<file path="src/rtl/spi_pkg.sv">
// Shared definitions for the SPI master driver: state encoding and default geometry.
// Latency: n/a (types and constants only).
// Backpressure: n/a.
package spi_pkg;

  localparam int SPI_WIDTH      = 8;
  localparam int SPI_HALFPERIOD = 8;

  typedef enum logic [2:0] {
    S_IDLE  = 3'd0,
    S_SETUP = 3'd1,
    S_HIGH  = 3'd2,
    S_LOW   = 3'd3,
    S_HOLD  = 3'd4,
    S_GAP   = 3'd5
  } spi_state_t;

endpackage

</file>
<file path="src/rtl/spi_halfperiod_timer.sv">
// Half-period timer: counts 0..HALFPERIOD-1 and flags the last cycle of each half-period.
// Latency: tick asserts HALFPERIOD-1 cycles after clear is released, then every HALFPERIOD cycles.
// Backpressure: none; clear holds the count at zero and suppresses tick.
module spi_halfperiod_timer #(
  parameter int HALFPERIOD = 8,
  parameter int CNTW       = 4
) (
  input  logic clk,
  input  logic reset,
  input  logic clear,
  output logic tick
);

  localparam logic [CNTW-1:0] LAST = CNTW'(HALFPERIOD - 1);

  logic [CNTW-1:0] cnt;

  // Free-running half-period count, restarted by clear and wrapped on the last cycle.
  always_ff @(posedge clk) begin
    if (reset || clear) begin
      cnt <= '0;
    end else if (cnt == LAST) begin
      cnt <= '0;
    end else begin
      cnt <= cnt + CNTW'(1);
    end
  end

  assign tick = (cnt == LAST) && !clear;

endmodule

</file>
<file path="src/rtl/spi_master_driver.sv">
// SPI mode-0 master: sends one MSB-first WIDTH-bit frame per accepted start and captures MISO.
// Latency: CS low (2*WIDTH+1)*HALFPERIOD cycles after accept; done pulses as CS rises.
// Backpressure: start is accepted only in IDLE (busy low); starts while busy are dropped.
module spi_master_driver
  import spi_pkg::*;
#(
  parameter int WIDTH      = SPI_WIDTH,
  parameter int HALFPERIOD = SPI_HALFPERIOD,
  parameter int CNTW       = 4
) (
  input  logic             clk,
  input  logic             reset,
  input  logic             start,
  input  logic [WIDTH-1:0] tx_data,
  input  logic             miso,
  output logic             busy,
  output logic             done,
  output logic [WIDTH-1:0] rx_data,
  output logic             cs,
  output logic             sclk,
  output logic             mosi
);

  localparam int BCW = (WIDTH > 1) ? $clog2(WIDTH) : 1;
  localparam logic [BCW-1:0] LAST_BIT = BCW'(WIDTH - 1);

  spi_state_t state, state_nxt;

  logic [WIDTH-1:0] tx_sr, tx_sr_nxt;
  logic [WIDTH-1:0] rx_sr, rx_sr_nxt;
  logic [WIDTH-1:0] rx_data_nxt;
  logic [BCW-1:0]   bit_cnt, bit_cnt_nxt;
  logic             cs_nxt, sclk_nxt, mosi_nxt, busy_nxt, done_nxt;
  logic             gap_wrap, gap_wrap_nxt;
  logic             timer_clear, tick;
  logic             miso_meta, miso_sync;

  spi_halfperiod_timer #(
    .HALFPERIOD (HALFPERIOD),
    .CNTW       (CNTW)
  ) u_timer (
    .clk   (clk),
    .reset (reset),
    .clear (timer_clear),
    .tick  (tick)
  );

  // Two-flop synchronizer for the asynchronous MISO line.
  always_ff @(posedge clk) begin
    if (reset) begin
      miso_meta <= 1'b0;
      miso_sync <= 1'b0;
    end else begin
      miso_meta <= miso;
      miso_sync <= miso_meta;
    end
  end

  // FSM state register.
  always_ff @(posedge clk) begin
    if (reset) begin
      state <= S_IDLE;
    end else begin
      state <= state_nxt;
    end
  end

  // Next-state and next-output decode; every pin is registered from these values.
  always_comb begin
    state_nxt    = state;
    cs_nxt       = cs;
    sclk_nxt     = sclk;
    mosi_nxt     = mosi;
    busy_nxt     = busy;
    done_nxt     = 1'b0;
    rx_data_nxt  = rx_data;
    tx_sr_nxt    = tx_sr;
    rx_sr_nxt    = rx_sr;
    bit_cnt_nxt  = bit_cnt;
    gap_wrap_nxt = gap_wrap;
    timer_clear  = 1'b0;
    case (state)
      S_IDLE: begin
        // Timer held at zero so SETUP starts a full half-period.
        timer_clear = 1'b1;
        if (start) begin
          tx_sr_nxt   = tx_data;
          mosi_nxt    = tx_data[WIDTH-1];
          cs_nxt      = 1'b0;
          busy_nxt    = 1'b1;
          bit_cnt_nxt = '0;
          state_nxt   = S_SETUP;
        end
      end
      S_SETUP, S_LOW: begin
        if (tick) begin
          sclk_nxt  = 1'b1;
          state_nxt = S_HIGH;
        end
      end
      S_HIGH: begin
        // Sample at the end of the high phase so the synchronizer has settled.
        if (tick) begin
          rx_sr_nxt = {rx_sr[WIDTH-2:0], miso_sync};
          sclk_nxt  = 1'b0;
          if (bit_cnt == LAST_BIT) begin
            state_nxt = S_HOLD;
          end else begin
            tx_sr_nxt   = {tx_sr[WIDTH-2:0], 1'b0};
            mosi_nxt    = tx_sr[WIDTH-2];
            bit_cnt_nxt = bit_cnt + BCW'(1);
            state_nxt   = S_LOW;
          end
        end
      end
      S_HOLD: begin
        if (tick) begin
          cs_nxt       = 1'b1;
          mosi_nxt     = 1'b0;
          rx_data_nxt  = rx_sr;
          done_nxt     = 1'b1;
          gap_wrap_nxt = 1'b0;
          state_nxt    = S_GAP;
        end
      end
      S_GAP: begin
        // One extra cycle after the gap half-period before busy drops.
        if (gap_wrap) begin
          busy_nxt     = 1'b0;
          gap_wrap_nxt = 1'b0;
          state_nxt    = S_IDLE;
        end else if (tick) begin
          gap_wrap_nxt = 1'b1;
        end
      end
      default: begin
        state_nxt = S_IDLE;
      end
    endcase
  end

  // Output pins and datapath registers.
  always_ff @(posedge clk) begin
    if (reset) begin
      cs       <= 1'b1;
      sclk     <= 1'b0;
      mosi     <= 1'b0;
      busy     <= 1'b0;
      done     <= 1'b0;
      rx_data  <= '0;
      tx_sr    <= '0;
      rx_sr    <= '0;
      bit_cnt  <= '0;
      gap_wrap <= 1'b0;
    end else begin
      cs       <= cs_nxt;
      sclk     <= sclk_nxt;
      mosi     <= mosi_nxt;
      busy     <= busy_nxt;
      done     <= done_nxt;
      rx_data  <= rx_data_nxt;
      tx_sr    <= tx_sr_nxt;
      rx_sr    <= rx_sr_nxt;
      bit_cnt  <= bit_cnt_nxt;
      gap_wrap <= gap_wrap_nxt;
    end
  end

endmodule
</file>
<file path="config.mk">
export PLATFORM = sky130hd
export DESIGN_NAME = spi_master_driver
export DESIGN_NICKNAME = d
export VERILOG_FILES = /design/src/rtl/spi_pkg.sv /design/src/rtl/spi_halfperiod_timer.sv /design/src/rtl/spi_master_driver.sv
export SDC_FILE = /design/constraint.sdc
export NUM_CORES = 1
export LEC_CHECK = 0
export BUFFER_PORTS_ARGS = -buffer_cell sky130_fd_sc_hd__buf_2
export CORE_UTILIZATION = 25
export DETAILED_ROUTE_END_ITERATION = 8
export PLACE_DENSITY_LB_ADDON = 0.12
export SYNTH_ARGS = -nofsm -noshare
export SYNTH_HDL_FRONTEND = slang
export SYNTH_HIERARCHICAL = 1
export SYNTH_SLANG_ARGS = --single-unit
</file>
<file path="constraint.sdc">
create_clock -name clk -period 2.15 [get_ports clk]
set_input_delay 0.5375 -clock clk [delete_from_list [all_inputs] [get_ports clk]]
set_output_delay 0.5375 -clock clk [all_outputs]
set_load 0.02 [all_outputs]
</file>
==> results of run 1 <==
[cell type report]
type	instances	area, µm²
Inverter	2	7.507
Sequential cell	41	820.8
Clock buffer	5	68.82
Tap cell	77	96.34
Fill cell	695	4369
Timing Repair Buffer	33	187.7
Clock inverter	3	68.82
Multi-Input combinational cell	124	767.0
[per-stage QoR]
stage | util, % | cells | hold slack (ns) | cell area (µm²)
floorplan | - | 178 | 0.4138 | 1659
global placement | 29.43 | 277 | 0.4162 | 1879
detailed placement | 29.43 | 277 | 0.4273 | 1879
CTS | 31.58 | 285 | 0.4455 | 2017
global route | 31.58 | 285 | 0.4627 | 2017
finish | 31.58 | 285 | 0.4401 | 2017
[critical path, cell delays in order (launching register included)]
cell	delay, ns
sky130_fd_sc_hd__dfxtp_1	0.35
sky130_fd_sc_hd__ha_1	0.19
sky130_fd_sc_hd__nand3b_1	0.11
sky130_fd_sc_hd__nor2_1	0.24
sky130_fd_sc_hd__nand3b_2	0.23
sky130_fd_sc_hd__a21oi_4	0.38
sky130_fd_sc_hd__nor2_1	0.10
sky130_fd_sc_hd__a211oi_2	0.20
[logic make-up after synthesis]
group,synth area share [%]
AND/OR/NAND/NOR,18.78
AO/OA/AOI/OAI,19.83
flip-flops,49.47
buffers and inverters,4.299
multiplexers,4.299
adder cells (fa/ha/maj),2.263
XOR/XNOR,1.056
[sequential cells by signal, summed over array words and instances, names as in the netlist, 3 cells and up]
register / flops
rx_data: 8
rx_sr: 8
tx_sr: 7
u_timer/cnt: 4
bit_cnt: 3
state: 3
[power by group through the flow]
stage          Clock (mW)  Sequential, mW  Combinational (mW)
2_1_floorplan           0           0.817              0.0799
4_1_cts             0.776           0.796               0.120
3_5_place_dp            0           0.813               0.120
3_3_place_gp            0           0.814               0.121
5_1_grt             0.805           0.799               0.132
6_report            0.747           0.795               0.118
[worst paths after layout]
kind,to,slack (ns)
max,tx_sr[6]$_SDFFE_PP0P_,0.27
min,miso_sync$_SDFF_PP0_,0.44
max reg2reg,tx_sr[6]$_SDFFE_PP0P_,0.27
min reg2reg,miso_sync$_SDFF_PP0_,0.44
[synth_stat cells, types with 3 or more instances]
master and count:
sky130_fd_sc_hd__a211oi_1 4, sky130_fd_sc_hd__a211oi_2 4, sky130_fd_sc_hd__a21oi_1 14, sky130_fd_sc_hd__a22o_1 8
sky130_fd_sc_hd__a22oi_1 3, sky130_fd_sc_hd__buf_2 6, sky130_fd_sc_hd__dfxtp_1 41, sky130_fd_sc_hd__ha_1 3
sky130_fd_sc_hd__mux2i_1 6, sky130_fd_sc_hd__nand2_1 23, sky130_fd_sc_hd__nand3_1 3, sky130_fd_sc_hd__nor2_1 22
sky130_fd_sc_hd__nor2b_1 5, sky130_fd_sc_hd__nor3_1 3, sky130_fd_sc_hd__o21ai_0 5
[placed cells by master, fill, tap and decap left out, types with 2 or more instances in the layout]
| cell type | Yosys | final |
|---|---|---|
| sky130_fd_sc_hd__dfxtp_1 | 41 | 41 |
| sky130_fd_sc_hd__buf_2 | 6 | 24 |
| sky130_fd_sc_hd__nand2_1 | 23 | 23 |
| sky130_fd_sc_hd__nor2_1 | 22 | 22 |
| sky130_fd_sc_hd__a21oi_1 | 14 | 14 |
| sky130_fd_sc_hd__buf_4 | 2 | 9 |
| sky130_fd_sc_hd__a22o_1 | 8 | 8 |
| sky130_fd_sc_hd__mux2i_1 | 6 | 6 |
| sky130_fd_sc_hd__nor2b_1 | 5 | 5 |
| sky130_fd_sc_hd__o21ai_0 | 5 | 5 |
| sky130_fd_sc_hd__clkbuf_8 | 0 | 5 |
| sky130_fd_sc_hd__a211oi_1 | 4 | 4 |
| sky130_fd_sc_hd__a211oi_2 | 4 | 4 |
| sky130_fd_sc_hd__nor3_1 | 3 | 3 |
| sky130_fd_sc_hd__a22oi_1 | 3 | 3 |
| sky130_fd_sc_hd__nand3_1 | 3 | 3 |
| sky130_fd_sc_hd__ha_1 | 3 | 3 |
| sky130_fd_sc_hd__inv_1 | 2 | 2 |
| sky130_fd_sc_hd__nand2b_1 | 2 | 2 |
| sky130_fd_sc_hd__nand3b_1 | 2 | 2 |
| sky130_fd_sc_hd__a31oi_1 | 2 | 2 |
| sky130_fd_sc_hd__nor2_2 | 2 | 2 |
| sky130_fd_sc_hd__a32oi_1 | 2 | 2 |
| sky130_fd_sc_hd__bufinv_16 | 0 | 2 |
[metal layers]
metal,global-route usage [%],part of all wire (%),vias to the layer above
li1,-,-,680
met1,14.12,54,559
met2,16.10,41,25
met3,2.770,4.2,5
met4,3.698,1.2,0
met5,0,0,-
==> qor.json, run 1 <==
{
  "routing": {
    "detail_route.iter0.violations": 52,
    "drt_drc_violations_left": 0,
    "detailroute.via_count": 1269,
    "drtAntennaViolNets": 0,
    "number_of_search_and_repair_iterations_in_the_first_detailed_routing_pass": 4,
    "detail_route.vias_per_cell": 4.453,
    "drt-total-wl_mm": 3.432,
    "post_drt_wl_per_cell_um": 12.04
  },
  "power": {
    "sequentialPowerShare_pct": 47.9,
    "power_leakage_nw": 0.7875,
    "p_comb_share_pct": 7.1,
    "peakVddDrop_mv": 0.3697,
    "p_switching_mw": 0.3629,
    "netSwitchingFraction_pct": 21.85,
    "p_int_mw": 1.298,
    "power.total_mw": 1.661,
    "p_clk_share_pct": 45.0,
    "cellPowerDensity_nw_per_um2": 823.3
  },
  "finish": {
    "antenna_cells": 0,
    "area_growth_pct": 21.57,
    "drive_gt1_share_pct": 24.52,
    "design.final.nets": 222
  },
  "timing": {
    "unrepaired_setup_endpoints_after_global_routing": "false",
    "final_hold_viol_count": 0,
    "worst_slew_margin_rel_pct": 74.84,
    "min_period_over_period_pct": 87.52,
    "worst_clock_skew_ns": 0.007844,
    "drv_slew": 0,
    "finalSetupTns_ns": 0,
    "max_freq_mhz": 531.4,
    "timing.final.setup_violations": 0,
    "period_needed_ns": 1.882,
    "tightest_slew_ns": 0.3763,
    "setup_ws_ns": 0.2683
  },
  "synthesis": {
    "ys_top_cells_by_area": "sky130_fd_sc_hd__dfxtp_1 49%, sky130_fd_sc_hd__nand2_1 5.2%, sky130_fd_sc_hd__nor2_1 5.0%, sky130_fd_sc_hd__a21oi_1 4.2%, sky130_fd_sc_hd__a22o_1 4.2%",
    "mappedNetlistNets": 193,
    "netlist.area_leader.share_pct": 49.47,
    "yosys_warnings": 6,
    "synthesis.instances": 178,
    "ys_dominant_reg_cell": "sky130_fd_sc_hd__dfxtp_1",
    "yosysUniqueCellTypes": 35,
    "seq_total_area_yosys_pct": 49.47,
    "synth-seq-cells": 41,
    "avgSynthCellArea_um2": 9.321,
    "ys_async_rst_share_pct": 0,
    "synth_enable_flop_cells": 0,
    "netlist.top_cell.by_area": "sky130_fd_sc_hd__dfxtp_1",
    "netlist_area_pre_place_um2": 1659
  },
  "die": {
    "io_count": 25,
    "die_h_um": 83.47,
    "floorplan.initialDensity_pct": 25.98,
    "rows": 29,
    "die_area_um2": 6966,
    "fp.coreArea_um2": 6386,
    "floorplan.die.width_um": 83.47
  },
  "cts": {
    "cts-root-to-sink-buffers": 2,
    "post-cts-setup-buffer-count": 0,
    "clock_latency_ns": 0.29,
    "cts_inserted_buffers": 5,
    "clk_root_buffer_cell": "sky130_fd_sc_hd__clkbuf_8",
    "clock_sink_count": 41,
    "clk_transition_reported_paths_ns": 0.09,
    "h-tree-depth": 2,
    "cts_tree": "done",
    "cts-resized-gates": 0,
    "cts_hold_bufs": 0
  },
  "placed_design": {
    "gp_congestion": 0.7137,
    "detailedPlace.worstSlack_ns": 0.2558,
    "port_buffers": 24,
    "dp_hpwl_mm": 2.425
  },
  "global_route": {
    "overall_track_demand_over_capacity_in_global_routing_pct": 10.46,
    "largest_net_degree_at_the_start_of_global_routing": 19,
    "number_of_global_route_vias_before_repair": 1190,
    "grt_overflow_total": 0,
    "wire_length_of_the_first_global_routing_pass_mm": 5.802,
    "antenna_violations_before_repair": 0
  },
  "worst_setup_path": {
    "critical_register_to_register_path_startpoint": "u_timer/cnt[0]$_SDFF_PP0_",
    "critical_path_arrival_ns": 2.10,
    "crit_path_class": "reg2reg",
    "timing.critical_path.fanout_max": 12,
    "start_kind": "flip-flop",
    "critical_path.startpoint": "u_timer/cnt[0]$_SDFF_PP0_",
    "worst-endpoint-required_ns": 2.37,
    "end_kind": "flip-flop",
    "r2r.worst_path.cells": 7
  },
  "worst_hold_path": {
    "worst_hold_path.num_cells": 1,
    "hold_path_startpoint": "miso_meta$_SDFF_PP0_",
    "min-delay-path-class": "reg2reg"
  },
  "run_status": {
    "status": "finished clean"
  },
  "job": {
    "max-cap-violations": 0
  }
}
Note: power is estimated with default switching activity, not from simulation.
==> run 2, diff against run 1 <==
--- a/config.mk
+++ b/config.mk
@@ -6,6 +6,7 @@
 export NUM_CORES = 1
 export LEC_CHECK = 0
 export BUFFER_PORTS_ARGS = -buffer_cell sky130_fd_sc_hd__buf_2
+export CORE_MARGIN = 2
 export CORE_UTILIZATION = 25
 export DETAILED_ROUTE_END_ITERATION = 8
 export PLACE_DENSITY_LB_ADDON = 0.12
==> run 2 against run 1 <==
Effect of this change: global-route usage down 0.41 points; total power down 13%; clock power down 29%; wire length up 0.12%; sequential power about the same; worst hold slack worse by 0.00089 ns; count of clock-buffer cells in the layout up 1; combinational power about the same; die area up 4.8%; first-iteration DRC count down 40%.
==> qor.json, run 2 (same netlist as run 1, synthesis figures left out) <==
{
  "finish": {
    "biggestRegsByFlops": "rx_data x8, rx_sr x8, tx_sr x7",
    "mostFrequentLayoutCell": "sky130_fd_sc_hd__dfxtp_1",
    "design.final.nets": 221,
    "layout.cells.most_common_list": "41 x sky130_fd_sc_hd__dfxtp_1, 24 x sky130_fd_sc_hd__buf_2, 23 x sky130_fd_sc_hd__nand2_1",
    "num-fill-cells": 694,
    "multiInputGateArea_um2": 767.0,
    "antenna_cells": 0,
    "final_cell_count_no_fill": 284,
    "drive_gt1_share_pct": 24.15,
    "area_growth_pct": 18.63,
    "regArea_um2": 820.8,
    "final_util_pct": 30.82
  },
  "routing": {
    "detail_route.vias_per_cell": 4.440,
    "number_of_search_and_repair_iterations_in_the_first_detailed_routing_pass": 4,
    "detailroute.via_count": 1261,
    "drtAntennaViolNets": 0,
    "detail_route.iter0.violations": 31,
    "drt-total-wl_mm": 3.436,
    "post_drt_wl_per_cell_um": 12.10,
    "drt_drc_violations_left": 0
  },
  "timing": {
    "drv_slew": 0,
    "hold_ws_ns": 0.4392,
    "final_hold_viol_count": 0,
    "period_needed_ns": 1.866,
    "unrepaired_setup_endpoints_after_global_routing": "false",
    "min_period_over_period_pct": 86.78,
    "max_freq_mhz": 536.0,
    "timing.final.setup_violations": 0,
    "setup_ws_ns": 0.2842,
    "tightest_slew_ns": 0.3906,
    "worst_slew_margin_rel_pct": 73.93,
    "finalSetupTns_ns": 0,
    "worst_clock_skew_ns": 0.01132
  },
  "die": {
    "io_count": 25,
    "die_area_um2": 7304,
    "fp.coreArea_um2": 6386,
    "floorplan.die.width_um": 85.47,
    "floorplan.initialDensity_pct": 25.98,
    "rows": 29,
    "die_h_um": 85.47
  },
  "cts": {
    "clock_latency_ns": 0.29,
    "h-tree-depth": 2,
    "cts_inserted_buffers": 5,
    "cts_tree": "done",
    "clk_transition_reported_paths_ns": 0.09,
    "cts-root-to-sink-buffers": 2,
    "cts_hold_bufs": 0,
    "cts-resized-gates": 0,
    "clk_root_buffer_cell": "sky130_fd_sc_hd__clkbuf_8",
    "post-cts-setup-buffer-count": 0,
    "clock_sink_count": 41
  },
  "power": {
    "power_leakage_nw": 0.7645,
    "peakVddDrop_mv": 0.2970,
    "cellPowerDensity_nw_per_um2": 733.6
  },
  "worst_setup_path": {
    "critical_path.cell_chain": "ha_1 > nand3b_1 > nor2_1 > nor2b_1 > nand3b_1 > nor2b_1 > buf_4 > a22o_1",
    "critical_path_arrival_ns": 2.05,
    "timing.critical_path.fanout_max": 9,
    "worst_path_max_delay_cell": "sky130_fd_sc_hd__dfxtp_1",
    "end_kind": "flip-flop",
    "start_kind": "flip-flop",
    "worst-endpoint-required_ns": 2.33,
    "crit_path_class": "reg2reg",
    "cpPeakStageDelay_ns": 0.36
  },
  "global_route": {
    "number_of_global_route_vias_before_repair": 1163,
    "antenna_violations_before_repair": 0,
    "wire_length_of_the_first_global_routing_pass_mm": 5.837,
    "largest_net_degree_at_the_start_of_global_routing": 19,
    "grt_overflow_total": 0,
    "overall_track_demand_over_capacity_in_global_routing_pct": 10.04
  },
  "worst_hold_path": {
    "min-delay-path-class": "reg2reg"
  },
  "run_status": {
    "status": "finished clean"
  },
  "job": {
    "max-cap-violations": 0
  },
  "placed_design": {
    "port_buffers": 24,
    "dp_hpwl_mm": 2.435,
    "gp_congestion": 0.6805,
    "dp_cells": 276,
    "detailedPlace.worstSlack_ns": 0.3008
  }
}
## run 2: cell types whose count changed in the layout (fill, tap and decap cells not counted)
cell / previous run / this run
sky130_fd_sc_hd__bufinv_16: 2 / 0
sky130_fd_sc_hd__clkinv_2: 0 / 1
sky130_fd_sc_hd__inv_6: 1 / 0
sky130_fd_sc_hd__buf_4: 9 / 8
sky130_fd_sc_hd__clkbuf_8: 5 / 6
sky130_fd_sc_hd__clkinv_4: 0 / 1
## run 2: routing by layer
metal | up-vias | GRT usage, % | part of all wire, %
li1 | 676 | - | -
met3 | 2 | 2.724 | 3.8
met4 | 0 | 3.463 | 0.64
met1 | 557 | 14.73 | 54
met2 | 26 | 14.06 | 42
met5 | - | 0 | 0
## run 2: worst paths after layout
path / from / end / slack, ns / cells past startpoint
setup reg to reg: u_timer/cnt[0]$_SDFF_PP0_ / rx_data[0]$_SDFFE_PP0P_ / 0.28 / 8
setup / recovery: u_timer/cnt[0]$_SDFF_PP0_ / rx_data[0]$_SDFFE_PP0P_ / 0.28 / 8
hold / removal: miso_sync$_SDFF_PP0_ / rx_sr[0]$_SDFFE_PP0P_ / 0.44 / 2
hold reg to reg: miso_sync$_SDFF_PP0_ / rx_sr[0]$_SDFFE_PP0P_ / 0.44 / 2
## run 2: cell type report
class | count | area share, %
Sequential cell | 41 | 41.70
Multi-Input combinational cell | 124 | 38.97
Timing Repair Buffer | 32 | 9.154
Tap cell | 77 | 4.895
Clock buffer | 6 | 4.196
Clock inverter | 2 | 0.6993
Inverter | 2 | 0.3814
## run 2: worst max-delay path: cells and delay by family, from the launching register on
family,cells,cell delay [ns]
buffers and inverters,1,0.18
AOI/OAI and AO/OA,1,0.18
DFF,1,0.36
adders and majority gates,1,0.19
and+or+nand+nor,5,0.87
## run 2: where the power goes
group / internal (mW) / switching, mW / leakage [nW]
sequential: 0.783 / 0.0120 / 0.333
combinational: 0.0475 / 0.0705 / 0.380
clock: 0.260 / 0.271 / 0.0512
## run 2: metrics by stage
stage               power (mW)  cell area, µm²
global placement        0.9343            1872
CTS                      1.477            1968
floorplan               0.8969            1659
global route             1.529            1968
finish                   1.444            1968
detailed placement      0.9331            1872
